<file path="config.mk">
export PLATFORM = sky130hd
export DESIGN_NAME = key_event_arbiter
export DESIGN_NICKNAME = d
export VERILOG_FILES = /design/src/rtl/key_pkg.sv /design/src/rtl/key_evt_fifo.sv /design/src/rtl/key_event_arbiter.sv
export SDC_FILE = /design/constraint.sdc
export NUM_CORES = 1
export LEC_CHECK = 0
export CORE_ASPECT_RATIO = 1.2
export CORE_MARGIN = 1.5
export CORE_UTILIZATION = 54
export CTS_CLUSTER_DIAMETER = 40
export DETAILED_ROUTE_END_ITERATION = 7
export PLACE_DENSITY = 0.79
export SLEW_MARGIN = 40
export SYNTH_ARGS = -nofsm -noshare
export SYNTH_HDL_FRONTEND = slang
export SYNTH_SLANG_ARGS = --single-unit
</file>
<file path="constraint.sdc">
create_clock -name clk -period 2.7 [get_ports clk]
set_input_delay 0.27 -clock clk [delete_from_list [all_inputs] [get_ports clk]]
set_output_delay 0.27 -clock clk [all_outputs]
set_load 0.01 [all_outputs]
</file>
<file path="src/rtl/key_pkg.sv">
`default_nettype none
// +----------------------------------------------------------------------------+
// | key_pkg : shared defaults, index width and event record for the key arbiter |
// | Revision: 1.0                                                               |
// +----------------------------------------------------------------------------+
package key_pkg;

    localparam int C_KEY_NUM_DEF    = 3;
    localparam int C_FIFO_DEPTH_DEF = 4;
    localparam int C_KEY_IDX_W      = $clog2(C_KEY_NUM_DEF);

    typedef struct packed {
        logic                   rpt;
        logic [C_KEY_IDX_W-1:0] idx;
    } key_evt_t;

    // Modular add for indices already below n, without a divider.
    function automatic int wrap_add(input int a, input int b, input int n);
        int s;
        s = a + b;
        return (s >= n) ? s - n : s;
    endfunction

endpackage
`default_nettype wire

</file>
<file path="src/rtl/key_evt_fifo.sv">
`default_nettype none
// +----------------------------------------------------------------------------+
// | key_evt_fifo : synchronous first-word-fall-through event queue              |
// | Revision: 1.0                                                               |
// +----------------------------------------------------------------------------+
module key_evt_fifo #(
    parameter int WIDTH = 3,
    parameter int DEPTH = 4
) (
    input  logic                     clk,
    input  logic                     rst_n,
    input  logic                     push,
    input  logic [WIDTH-1:0]         wdata,
    input  logic                     pop,
    output logic [WIDTH-1:0]         rdata,
    output logic [$clog2(DEPTH):0]   count,
    output logic                     full,
    output logic                     empty
);
    localparam int PTR_W = $clog2(DEPTH);
    localparam int CNT_W = PTR_W + 1;

    logic [WIDTH-1:0] r_mem [DEPTH];
    logic [PTR_W-1:0] r_wr_ptr;
    logic [PTR_W-1:0] r_rd_ptr;
    logic [CNT_W-1:0] r_count;
    logic             w_push;
    logic             w_pop;

    assign full   = (r_count == CNT_W'(DEPTH));
    assign empty  = (r_count == '0);
    assign count  = r_count;
    assign w_push = push && !full;
    assign w_pop  = pop && !empty;
    assign rdata  = r_mem[r_rd_ptr];

    always_ff @(posedge clk or negedge rst_n) begin
        if (!rst_n) begin
            r_wr_ptr <= '0;
            r_rd_ptr <= '0;
            r_count  <= '0;
        end else begin
            if (w_push) r_wr_ptr <= r_wr_ptr + 1'b1;
            if (w_pop)  r_rd_ptr <= r_rd_ptr + 1'b1;
            r_count <= r_count + CNT_W'(w_push) - CNT_W'(w_pop);
        end
    end

    // Storage needs no reset: the head is only looked at while count is non-zero.
    always_ff @(posedge clk) begin
        if (w_push) r_mem[r_wr_ptr] <= wdata;
    end

endmodule
`default_nettype wire

</file>
<file path="src/rtl/key_event_arbiter.sv">
`default_nettype none
// +----------------------------------------------------------------------------+
// | key_event_arbiter : round-robin merge of per-key press/repeat pulses into  |
// | one FWFT event stream. Define KEY_ARB_DROP_CNT_EN for the drop counter.     |
// | Revision: 1.0                                                               |
// +----------------------------------------------------------------------------+
module key_event_arbiter
    import key_pkg::*;
#(
    parameter int KEY_NUM    = C_KEY_NUM_DEF,
    parameter int FIFO_DEPTH = C_FIFO_DEPTH_DEF
) (
    input  logic                       clk,
    input  logic                       rst_n,
    input  logic [KEY_NUM-1:0]         key_evt,
    input  logic [KEY_NUM-1:0]         key_rpt,
    output logic                       evt_valid,
    input  logic                       evt_ready,
    output logic [$clog2(KEY_NUM)-1:0] evt_key,
    output logic                       evt_rpt,
    output logic                       evt_ovf,
    input  logic                       ovf_clr,
    output logic [7:0]                 drop_cnt
);
    localparam int IDX_W = $clog2(KEY_NUM);
    localparam int CNT_W = $clog2(FIFO_DEPTH) + 1;

    typedef struct packed {
        logic             rpt;
        logic [IDX_W-1:0] idx;
    } evt_t;

    logic [KEY_NUM-1:0] r_pending;
    logic [KEY_NUM-1:0] r_type;
    logic [IDX_W-1:0]   r_rr_ptr;
    logic               r_ovf;

    logic [KEY_NUM-1:0] w_pulse;
    logic [KEY_NUM-1:0] w_gnt_oh;
    logic [KEY_NUM-1:0] w_drop;
    logic               w_gnt_vld;
    logic [IDX_W-1:0]   w_gnt_idx;
    logic [IDX_W-1:0]   w_cand;
    evt_t               w_push_evt;
    evt_t               w_head_evt;
    logic               w_pop;
    logic               w_full;
    logic               w_empty;
    logic [CNT_W-1:0]   w_count;

    always_comb begin
        w_pulse   = key_evt | key_rpt;
        w_gnt_vld = 1'b0;
        w_gnt_idx = '0;
        w_cand    = '0;
        w_gnt_oh  = '0;
        // A full queue blocks the grant even when the head is leaving this cycle.
        for (int i = 0; i < KEY_NUM; i++) begin
            w_cand = IDX_W'(wrap_add(int'(r_rr_ptr), i, KEY_NUM));
            if (!w_full && !w_gnt_vld && r_pending[w_cand]) begin
                w_gnt_vld = 1'b1;
                w_gnt_idx = w_cand;
            end
        end
        for (int k = 0; k < KEY_NUM; k++) begin
            w_gnt_oh[k] = w_gnt_vld && (w_gnt_idx == IDX_W'(k));
        end
        w_drop         = w_pulse & r_pending & ~w_gnt_oh;
        w_push_evt.rpt = r_type[w_gnt_idx];
        w_push_evt.idx = w_gnt_idx;
    end

    always_ff @(posedge clk or negedge rst_n) begin
        if (!rst_n) begin
            r_pending <= '0;
            r_type    <= '0;
            r_rr_ptr  <= '0;
            r_ovf     <= 1'b0;
        end else begin
            // A slot being granted is free again, so a same-cycle pulse refills it.
            for (int k = 0; k < KEY_NUM; k++) begin
                if (w_gnt_oh[k] || !r_pending[k]) begin
                    r_pending[k] <= w_pulse[k];
                    if (w_pulse[k]) r_type[k] <= key_rpt[k];
                end
            end
            if (w_gnt_vld) r_rr_ptr <= IDX_W'(wrap_add(int'(w_gnt_idx), 1, KEY_NUM));
            if (ovf_clr)      r_ovf <= 1'b0;
            else if (|w_drop) r_ovf <= 1'b1;
        end
    end

    assign w_pop = evt_valid && evt_ready;

    key_evt_fifo #(
        .WIDTH (IDX_W + 1),
        .DEPTH (FIFO_DEPTH)
    ) u_fifo (
        .clk   (clk),
        .rst_n (rst_n),
        .push  (w_gnt_vld),
        .wdata (w_push_evt),
        .pop   (w_pop),
        .rdata (w_head_evt),
        .count (w_count),
        .full  (w_full),
        .empty (w_empty)
    );

    assign evt_valid = (w_count != '0);
    assign evt_key   = w_empty ? '0 : w_head_evt.idx;
    assign evt_rpt   = !w_empty && w_head_evt.rpt;
    assign evt_ovf   = r_ovf;

`ifdef KEY_ARB_DROP_CNT_EN
    logic [3:0] w_drop_num;
    logic [8:0] w_drop_sum;
    logic [7:0] r_drop_cnt;

    always_comb begin
        w_drop_num = '0;
        for (int k = 0; k < KEY_NUM; k++) begin
            w_drop_num = w_drop_num + 4'(w_drop[k]);
        end
        w_drop_sum = 9'(r_drop_cnt) + 9'(w_drop_num);
    end

    always_ff @(posedge clk or negedge rst_n) begin
        if (!rst_n)          r_drop_cnt <= '0;
        else if (ovf_clr)    r_drop_cnt <= '0;
        else if (|w_drop)    r_drop_cnt <= w_drop_sum[8] ? 8'hFF : w_drop_sum[7:0];
    end

    assign drop_cnt = r_drop_cnt;
`else
    assign drop_cnt = 8'h00;
`endif

endmodule
`default_nettype wire

</file>
### Word-level counts from Yosys, hierarchy flattened

Memory sizes are Yosys's and may differ from the RTL's.
Cells that the tools add are included.

| storage, ports and cells | value |
|---|---|
| register bits after elaboration | 16 |
| bits in writable memories | 12 |
| input port bits | 10 |
| output and inout bits | 13 |
| word-level logic and storage cells | 91 |
| memories | 1 |

| operators by class | value |
|---|---|
| $add $sub $neg | 11 |
| magnitude comparators | 8 |
| equal/unequal tests | 3 |
| multiplexer cells | 23 |
| bitwise gates (word level) | 4 |
| reductions and logical operators | 30 |

Memory list:

| name | words | width | read ports | clocked after memory_dff | wr ports | line | text |
|---|---|---|---|---|---|---|---|
| u_fifo.r_mem | 4 | 3 | 1 | 0 | 1 | key_evt_fifo.sv:23 | `logic [WIDTH-1:0] r_mem [DEPTH];` |

Operator list:

| cell | count |
|---|---|
| $mux W2 | 8 |
| $logic_and A1 B1 Y1 | 12 |
| $lt A2 B3 Y1 const B | 4 |
| $mux W1 | 11 |
| $ge A3 B2 Y1 const B | 3 |
| $bmux W1 S2 | 4 |
| $sub A2 B2 Y2 const B | 4 |
| $logic_not A1 Y1 | 7 |
| $add A2 B1 Y3 const B | 2 |
| $and A3 B3 Y3 | 2 |
| $reduce_and A2 Y1 | 3 |
| $add A2 B1 Y2 const B | 2 |
| $add A2 B2 Y3 const B | 1 |
| $add A3 B1 Y3 | 1 |
| $eq A3 B3 Y1 const B | 1 |
| $logic_not A3 Y1 | 1 |
| $logic_or A1 B1 Y1 | 3 |
| $not A3 Y3 | 1 |
| $or A3 B3 Y3 | 1 |
| $reduce_bool A3 Y1 | 1 |
| $reduce_or A3 Y1 | 1 |
| $sub A3 B1 Y3 | 1 |
| $eq A2 B1 Y1 const B | 1 |
| $eq A2 B2 Y1 const B | 1 |
| 3 further kinds | 3 |

### Depth between registers and ports, before layout

| depth | value |
|---|---|
| depth in word-level cells | 21 |
| mapped depth | 13 |
| mapped depth without buffers | 13 |

### Hierarchy

Synthesis repeated with hierarchy kept, for this count alone.

| second synthesis, totals | value |
|---|---|
| cells, all modules | 153 |
| area total of the unflattened synthesis | 1721.7 µm² |

By module, submodules not included:

| module | times used | cells an instance | area each (µm²) | seq. area each (µm²) |
|---|---|---|---|---|
| key_evt_fifo | 1 | 58 | 912.1 | 535.5 |
| key_event_arbiter | 1 | 95 | 809.5 | 225.2 |

### Worst setup path before layout

Ideal clock, no wire load.

| timing path | value |
|---|---|
| path type | reg2reg |
| from | reg r_rr_ptr[0] |
| to | reg u_fifo.r_count[2], in the netlist u_fifo.count[2] |
| library setup time | 123 ps |
| arrival | 2340 ps |
| required time | 2577 ps |
| path slack | 238 ps |
| stages on the path, launching flop included | 11 |
| path buffers | 1 |
| clock period less this slack | 2462 ps |
| cell sequence | dfrtp_1 > inv_1 > ha_1 > and2b_2 > o21ai_2 > and4bb_4 > nor2_1 > buf_2 > ha_1 > fa_1 > xnor2_1 |

| between the ends | value |
|---|---|
| longest elaborated chain between the ends | 17 |
| elaborated cells on any way between the ends | 30 |
| those cells by class | add/sub: 7; order compare: 3; mux: 12; reduce/logical: 8 |

RTL lines:

| element | line | text |
|---|---|---|
| from (decl) | key_event_arbiter.sv:35 | `logic [IDX_W-1:0] r_rr_ptr;` |
| from (signal assigned) | key_event_arbiter.sv:87 | `if (w_gnt_vld) r_rr_ptr <= IDX_W'(wrap_add(int'(w_gnt_idx), 1, KEY_NUM));` |
| branches (longest 13 deep; another with $add A2 B1 Y3) | - |  |
| $mux W1 (*) | key_event_arbiter.sv:60 | `if (!w_full && !w_gnt_vld && r_pending[w_cand]) begin` |
| $logic_and A1 B1 Y1 (*) | key_evt_fifo.sv:33 | `assign w_push = push && !full;` |
| via u_fifo.w_push | key_evt_fifo.sv:27 | `logic w_push;` |
| $add A3 B1 Y3 (*) | key_evt_fifo.sv:45 | `r_count <= r_count + CNT_W'(w_push) - CNT_W'(w_pop);` |
| $sub A3 B1 Y3 (*) | key_evt_fifo.sv:45 |  |
| to (signal assigned) | key_evt_fifo.sv:45 |  |
| to (decl) | key_evt_fifo.sv:26 | `logic [CNT_W-1:0] r_count;` |

Mark *: on every way through the listed nets, which the timed path passes. The select of a mux whose other input is x is not followed.
A chain may end at the register's enable or synchronous reset.

### Final worst setup path

| timing path | value |
|---|---|
| from | reg r_rr_ptr[0] |
| to | reg r_ovf, in the netlist evt_ovf |

| between the ends | value |
|---|---|
| longest elaborated chain between the ends | 20 |
| elaborated cells on any way between the ends | 40 |
| those cells by class | add/sub: 5; order compare: 3; eq/ne: 2; mux: 15; bitwise: 2; reduce/logical: 13 |

RTL lines:

| element | line | text |
|---|---|---|
| branches (longest 13 deep; another with $add A2 B1 Y3) | - |  |
| $mux W2 (*) | key_event_arbiter.sv:60 |  |
| via u_fifo.wdata[0] | key_evt_fifo.sv:13 | `input logic [WIDTH-1:0] wdata,` |
| $eq A2 B1 Y1, or another cell as far along | key_event_arbiter.sv:66 | `w_gnt_oh[k] = w_gnt_vld && (w_gnt_idx == IDX_W'(k));` |
| $logic_and A1 B1 Y1 | key_event_arbiter.sv:66 |  |
| $not A3 Y3 (*) | key_event_arbiter.sv:68 | `w_drop = w_pulse & r_pending & ~w_gnt_oh;` |
| $and A3 B3 Y3 (*) | key_event_arbiter.sv:68 |  |
| $reduce_or A3 Y1 (*) | key_event_arbiter.sv:89 | `else if (\|w_drop) r_ovf <= 1'b1;` |
| $reduce_bool A2 Y1 (no line) (*) | - |  |
| to (signal assigned) | key_event_arbiter.sv:78 | `r_ovf <= 1'b0;` |
| to (signal assigned) | key_event_arbiter.sv:88 | `if (ovf_clr) r_ovf <= 1'b0;` |
| to (signal assigned) | key_event_arbiter.sv:89 |  |
| to (decl) | key_event_arbiter.sv:36 | `logic r_ovf;` |

Marks and branches as above.

==> metrics.md <==
| Metric | Value |
|---|---|
| Vias/cell | `about 5.3` |
| Tot Pwr | `2.768 mW` |
| Area after DPL | `around 1800 um^2` |
| Die Footprint | `~3300 um^2` |
| Routed length per placed instance | `13.48 um` |
| Launching point of the worst reg2reg path | `r_rr_ptr[0]$_DFFE_PN0N_` |
| H-Tree Depth | `1` |
| Setup violators final | `0` |
| Pwr/cell area | `between 1000 and 1500 nW/um^2` |
| Worst setup margin | `between 0.1 and 0.15 ns` |
| Most frequent cells in the layout | `20 x nand2_1, 16 x dfrtp_1, 14 x clkdlybuf4s50_1, 12 x ha_1, 12 x edfxtp_1` |
| Sequential Power Share | `0.334` |
| Critical Path Source Type | `register` |
| Grt met3 use | `0.02133` |
| GP Congestion | `~0.84` |
| Ordered cell list for the critical path | `inv_1 -> ha_4 -> and2b_2 -> o21ai_2 -> nand4_1 -> nand2_1 -> nand2_1 -> inv_2 -> ha_1 -> nand2_1 -> o21ai_2 -> nor3_1 -> or3_1` |
| Hold WC Path Type | `primary input to asynchronous set/reset pin` |
| Slew of the pin with the lowest slew margin | `approximately 0.74 ns` |
| Die X | `between 50 and 60 um` |
| P&R area growth vs syn | `14.01%` |
| Power share of the combinational group | `0.568` |
| DR vias | `approximately 1100` |
| Num CTS Buffers | `3` |
| Tmin final | `around 2.6 ns` |
| Nets | `between 150 and 200` |
| Initial antenna violation count | `0` |
| Worst-case clock buffer depth | `2` |
| Setup TNS | `0 ns` |
| YS warnings | `0` |
| Design area | `approximately 1900 um^2` |
| Port Buffer Count | `14` |
| # diodes | `0` |
| Worst vdd ir | `803.5 uV` |
| Rows | `21` |
| Commonest non-fill, non-tap cell in the layout | `nand2_1` |
| RSZ-0062 raised after global routing | `yes` |
| Finished Layout Cells | `200` |
| FMAX | `391.7 MHz` |
| Initial DRC count | `18` |
| Max Fanout on Critical Path | `6` |
| TritonCTS clock tree | `done` |
| R2R cell count | `13` |
| Layout fillers | `around 240` |
| DRC | `0` |
| Starting density of the core | `0.5728` |
| Period Utilization, post-route | `0.9454` |
| Root Buffer | `clkbuf_4` |
| Pleak | `just over 0.8 nW` |
| Placed cell count | `a little under 200` |
| Sw Share | `0.3908` |
| Detailed Routing Iterations Pass 1 | `4` |
| Fin. Hold Viols | `0` |
| Detailed Place HPWL | `2132 um` |
| M2 GR Usage | `0.3328` |
| FF+latch count, synth | `28` |
| Setup crit end kind | `register` |
| R2R Setup Slk | `about 0.15 ns` |
| Io pins | `23` |
| Final ANT Viol Nets | `0` |
| Largest net degree at the start of global routing | `17` |
| Met1 usage | `0.2110` |
| First-pass GRT wire length | `4491 um` |
| Core box area | `about 2800 um^2` |
| Final Util | `0.6530` |
| Place WS | `around 0.063 ns` |
| Clk network pwr share | `0.097` |
| WP data required | `2.92 ns` |
| Total track usage | `0.1776` |
| Clock Sinks | `28` |
| Number of library cell types mapped by synthesis | `39` |
| Setup Crit Path Kind | `register to register` |
| Setup Skew | `~0.012 ns` |
| CTS clk-pin slew, worst paths | `~0.15 ns` |
| GR peak layer | `met2` |
| Die Y | `around 63 um` |
| Share of post-route cells with drive strength above 1 | `0.1325` |
| Drt total wl | `between 2000 and 3000 um` |
| Syn_area_per_cell | `around 11 um^2` |
| Crit-path slowest cell | `dfrtp_1` |
| Post-Syn Area | `between 1500 and 2000 um^2` |
| Worst skew pair latency | `about 0.32 ns` |
| Number of max-cap violations | `0` |
| Switching pwr | `about 1.1 mW` |
| Most frequent CP cell | `nand2_1` |
| Status | `completed` |
| Vias in the first global route | `between 1000 and 1500` |
| Final hold slack | `around 0.36 ns` |
| Seq/Total Area, Yosys | `0.4681` |
| Arrival @ worst endpoint | `roughly 2.8 ns` |
| Max incr delay on CP | `~0.43 ns` |
| Pins Over Slew Limit | `0` |
| Gr ovfl total | `0` |
| Power Internal | `between 1.5 and 2 mW` |
| FF-to-FF End | `evt_ovf$_DFFE_PN0P_` |
| Slew headroom | `0.5036` |
| Gate Count Post-Synth | `about 150` |
-- Yosys cell counts --
cell type / number / area, um^2
nand2_1: 20 / 75.07
dfrtp_1: 16 / 400.4
ha_1: 13 / 162.7
edfxtp_1: 12 / 360.4
inv_1: 12 / 45.04
nor2_1: 10 / 37.54
and2_1: 9 / 56.30
buf_4: 8 / 60.06
nor3_1: 4 / 20.02
o21ai_0: 4 / 20.02
mux2i_1: 3 / 30.03
mux4_2: 3 / 67.56
xnor2_1: 3 / 26.28
a21oi_1: 2 / 10.01
a22o_1: 2 / 17.52
o21ai_2: 2 / 17.52
or3_1: 2 / 12.51
xor2_1: 2 / 17.52
a211o_1: 1 / 8.760
a211oi_1: 1 / 7.510
a211oi_2: 1 / 12.51
a21o_1: 1 / 7.510
a22o_2: 1 / 10.01
and2b_2: 1 / 8.760
and4bb_4: 1 / 16.27
buf_2: 1 / 5.000
clkbuf_1: 1 / 3.750
conb_1: 1 / 3.750
fa_1: 1 / 20.02
mux2_2: 1 / 11.26
nand2b_1: 1 / 6.260
nand3_1: 1 / 5.000
nand4_1: 1 / 6.260
nor2b_2: 1 / 8.760
nor4_1: 1 / 6.260
o211ai_1: 1 / 7.510
o21ai_4: 1 / 16.27
o22ai_1: 1 / 6.260
o2bb2a_2: 1 / 11.26
-- layout make-up --
cell class | count | area, um^2 | area share
flip-flops and latches | 28 | 760.7 | 0.4105
clock buffers | 3 | 22.52 | 0.01215
repair buffers | 17 | 162.7 | 0.08778
inverters | 12 | 45.04 | 0.02431
multi-input cells | 105 | 789.5 | 0.4261
well taps | 34 | 42.54 | 0.02296
clock inverters | 1 | 30.03 | 0.01621
-- power groups by stage --
| stage | Sequential (mW) | Combinational [mW] | Clock, mW |
|---|---|---|---|
| after floorplan | 0.876 | 1.15 | 0 |
| final | 0.926 | 1.57 | 0.270 |
| after global placement | 0.918 | 1.46 | 0 |
| after detailed placement | 0.938 | 1.53 | 0 |
| after CTS | 0.927 | 1.54 | 0.273 |
| after global routing | 0.955 | 1.75 | 0.293 |
-- metal layers --
| metal | vias to the layer above | share of wire |
|---|---|---|
| li1 | 524 | - |
| met1 | 518 | 0.41 |
| met4 | 0 | 0.0037 |
| met2 | 25 | 0.55 |
| met3 | 2 | 0.032 |
| met5 | - | 0 |
-- critical path, delay by kind of cell, from the launching register on --
kind | cells | cell delay (ns)
simple gates | 7 | 1.03
flops | 1 | 0.43
fa+ha+maj | 2 | 0.41
compound gates | 2 | 0.34
buf+inv | 2 | 0.26
-- cells by family (layout without fill, tap and decap cells) --
| logic type | after synthesis | count (layout) | synth area share |
|---|---|---|---|
| compound gates | 19 | 19 | 0.09393 |
| xor+xnor | 5 | 5 | 0.02695 |
| fa+ha+maj | 14 | 14 | 0.1124 |
| buf+inv | 22 | 33 | 0.07005 |
| flops | 28 | 28 | 0.4681 |
| mux | 7 | 7 | 0.06697 |
| other cells | 1 | 8 | 0.002307 |
| simple gates | 52 | 52 | 0.1594 |
-- sequential cells by signal, summed over array words and instances, names as in the netlist --
name	count
u_fifo.r_rd_ptr	2
r_type	3
evt_ovf	1
r_rr_ptr	2
u_fifo.count	3
r_pending	3
u_fifo.r_mem	12
u_fifo.r_wr_ptr	2
-- timing repair --
item	4_1_cts	5_1_grt
endpoints found under the setup margin	0	3
gates resized for setup	0	3
hold buffers	0	0
buffers inserted	0	1
-- how the worst max path moves through the flow --
stage | cells past startpoint | end | start
2_1_floorplan | 10 | u_fifo.count[2]$_DFF_PN0_ | r_rr_ptr[0]$_DFFE_PN0N_
3_3_place_gp | 13 | evt_ovf$_DFFE_PN0P_ | r_rr_ptr[0]$_DFFE_PN0N_
3_5_place_dp | 13 | evt_ovf$_DFFE_PN0P_ | r_rr_ptr[0]$_DFFE_PN0N_
4_1_cts | 13 | evt_ovf$_DFFE_PN0P_ | r_rr_ptr[0]$_DFFE_PN0N_
5_1_grt | 13 | evt_ovf$_DFFE_PN0P_ | r_rr_ptr[1]$_DFFE_PN0N_
6_report | 13 | evt_ovf$_DFFE_PN0P_ | r_rr_ptr[0]$_DFFE_PN0N_
(Power assumes the default switching activity.)
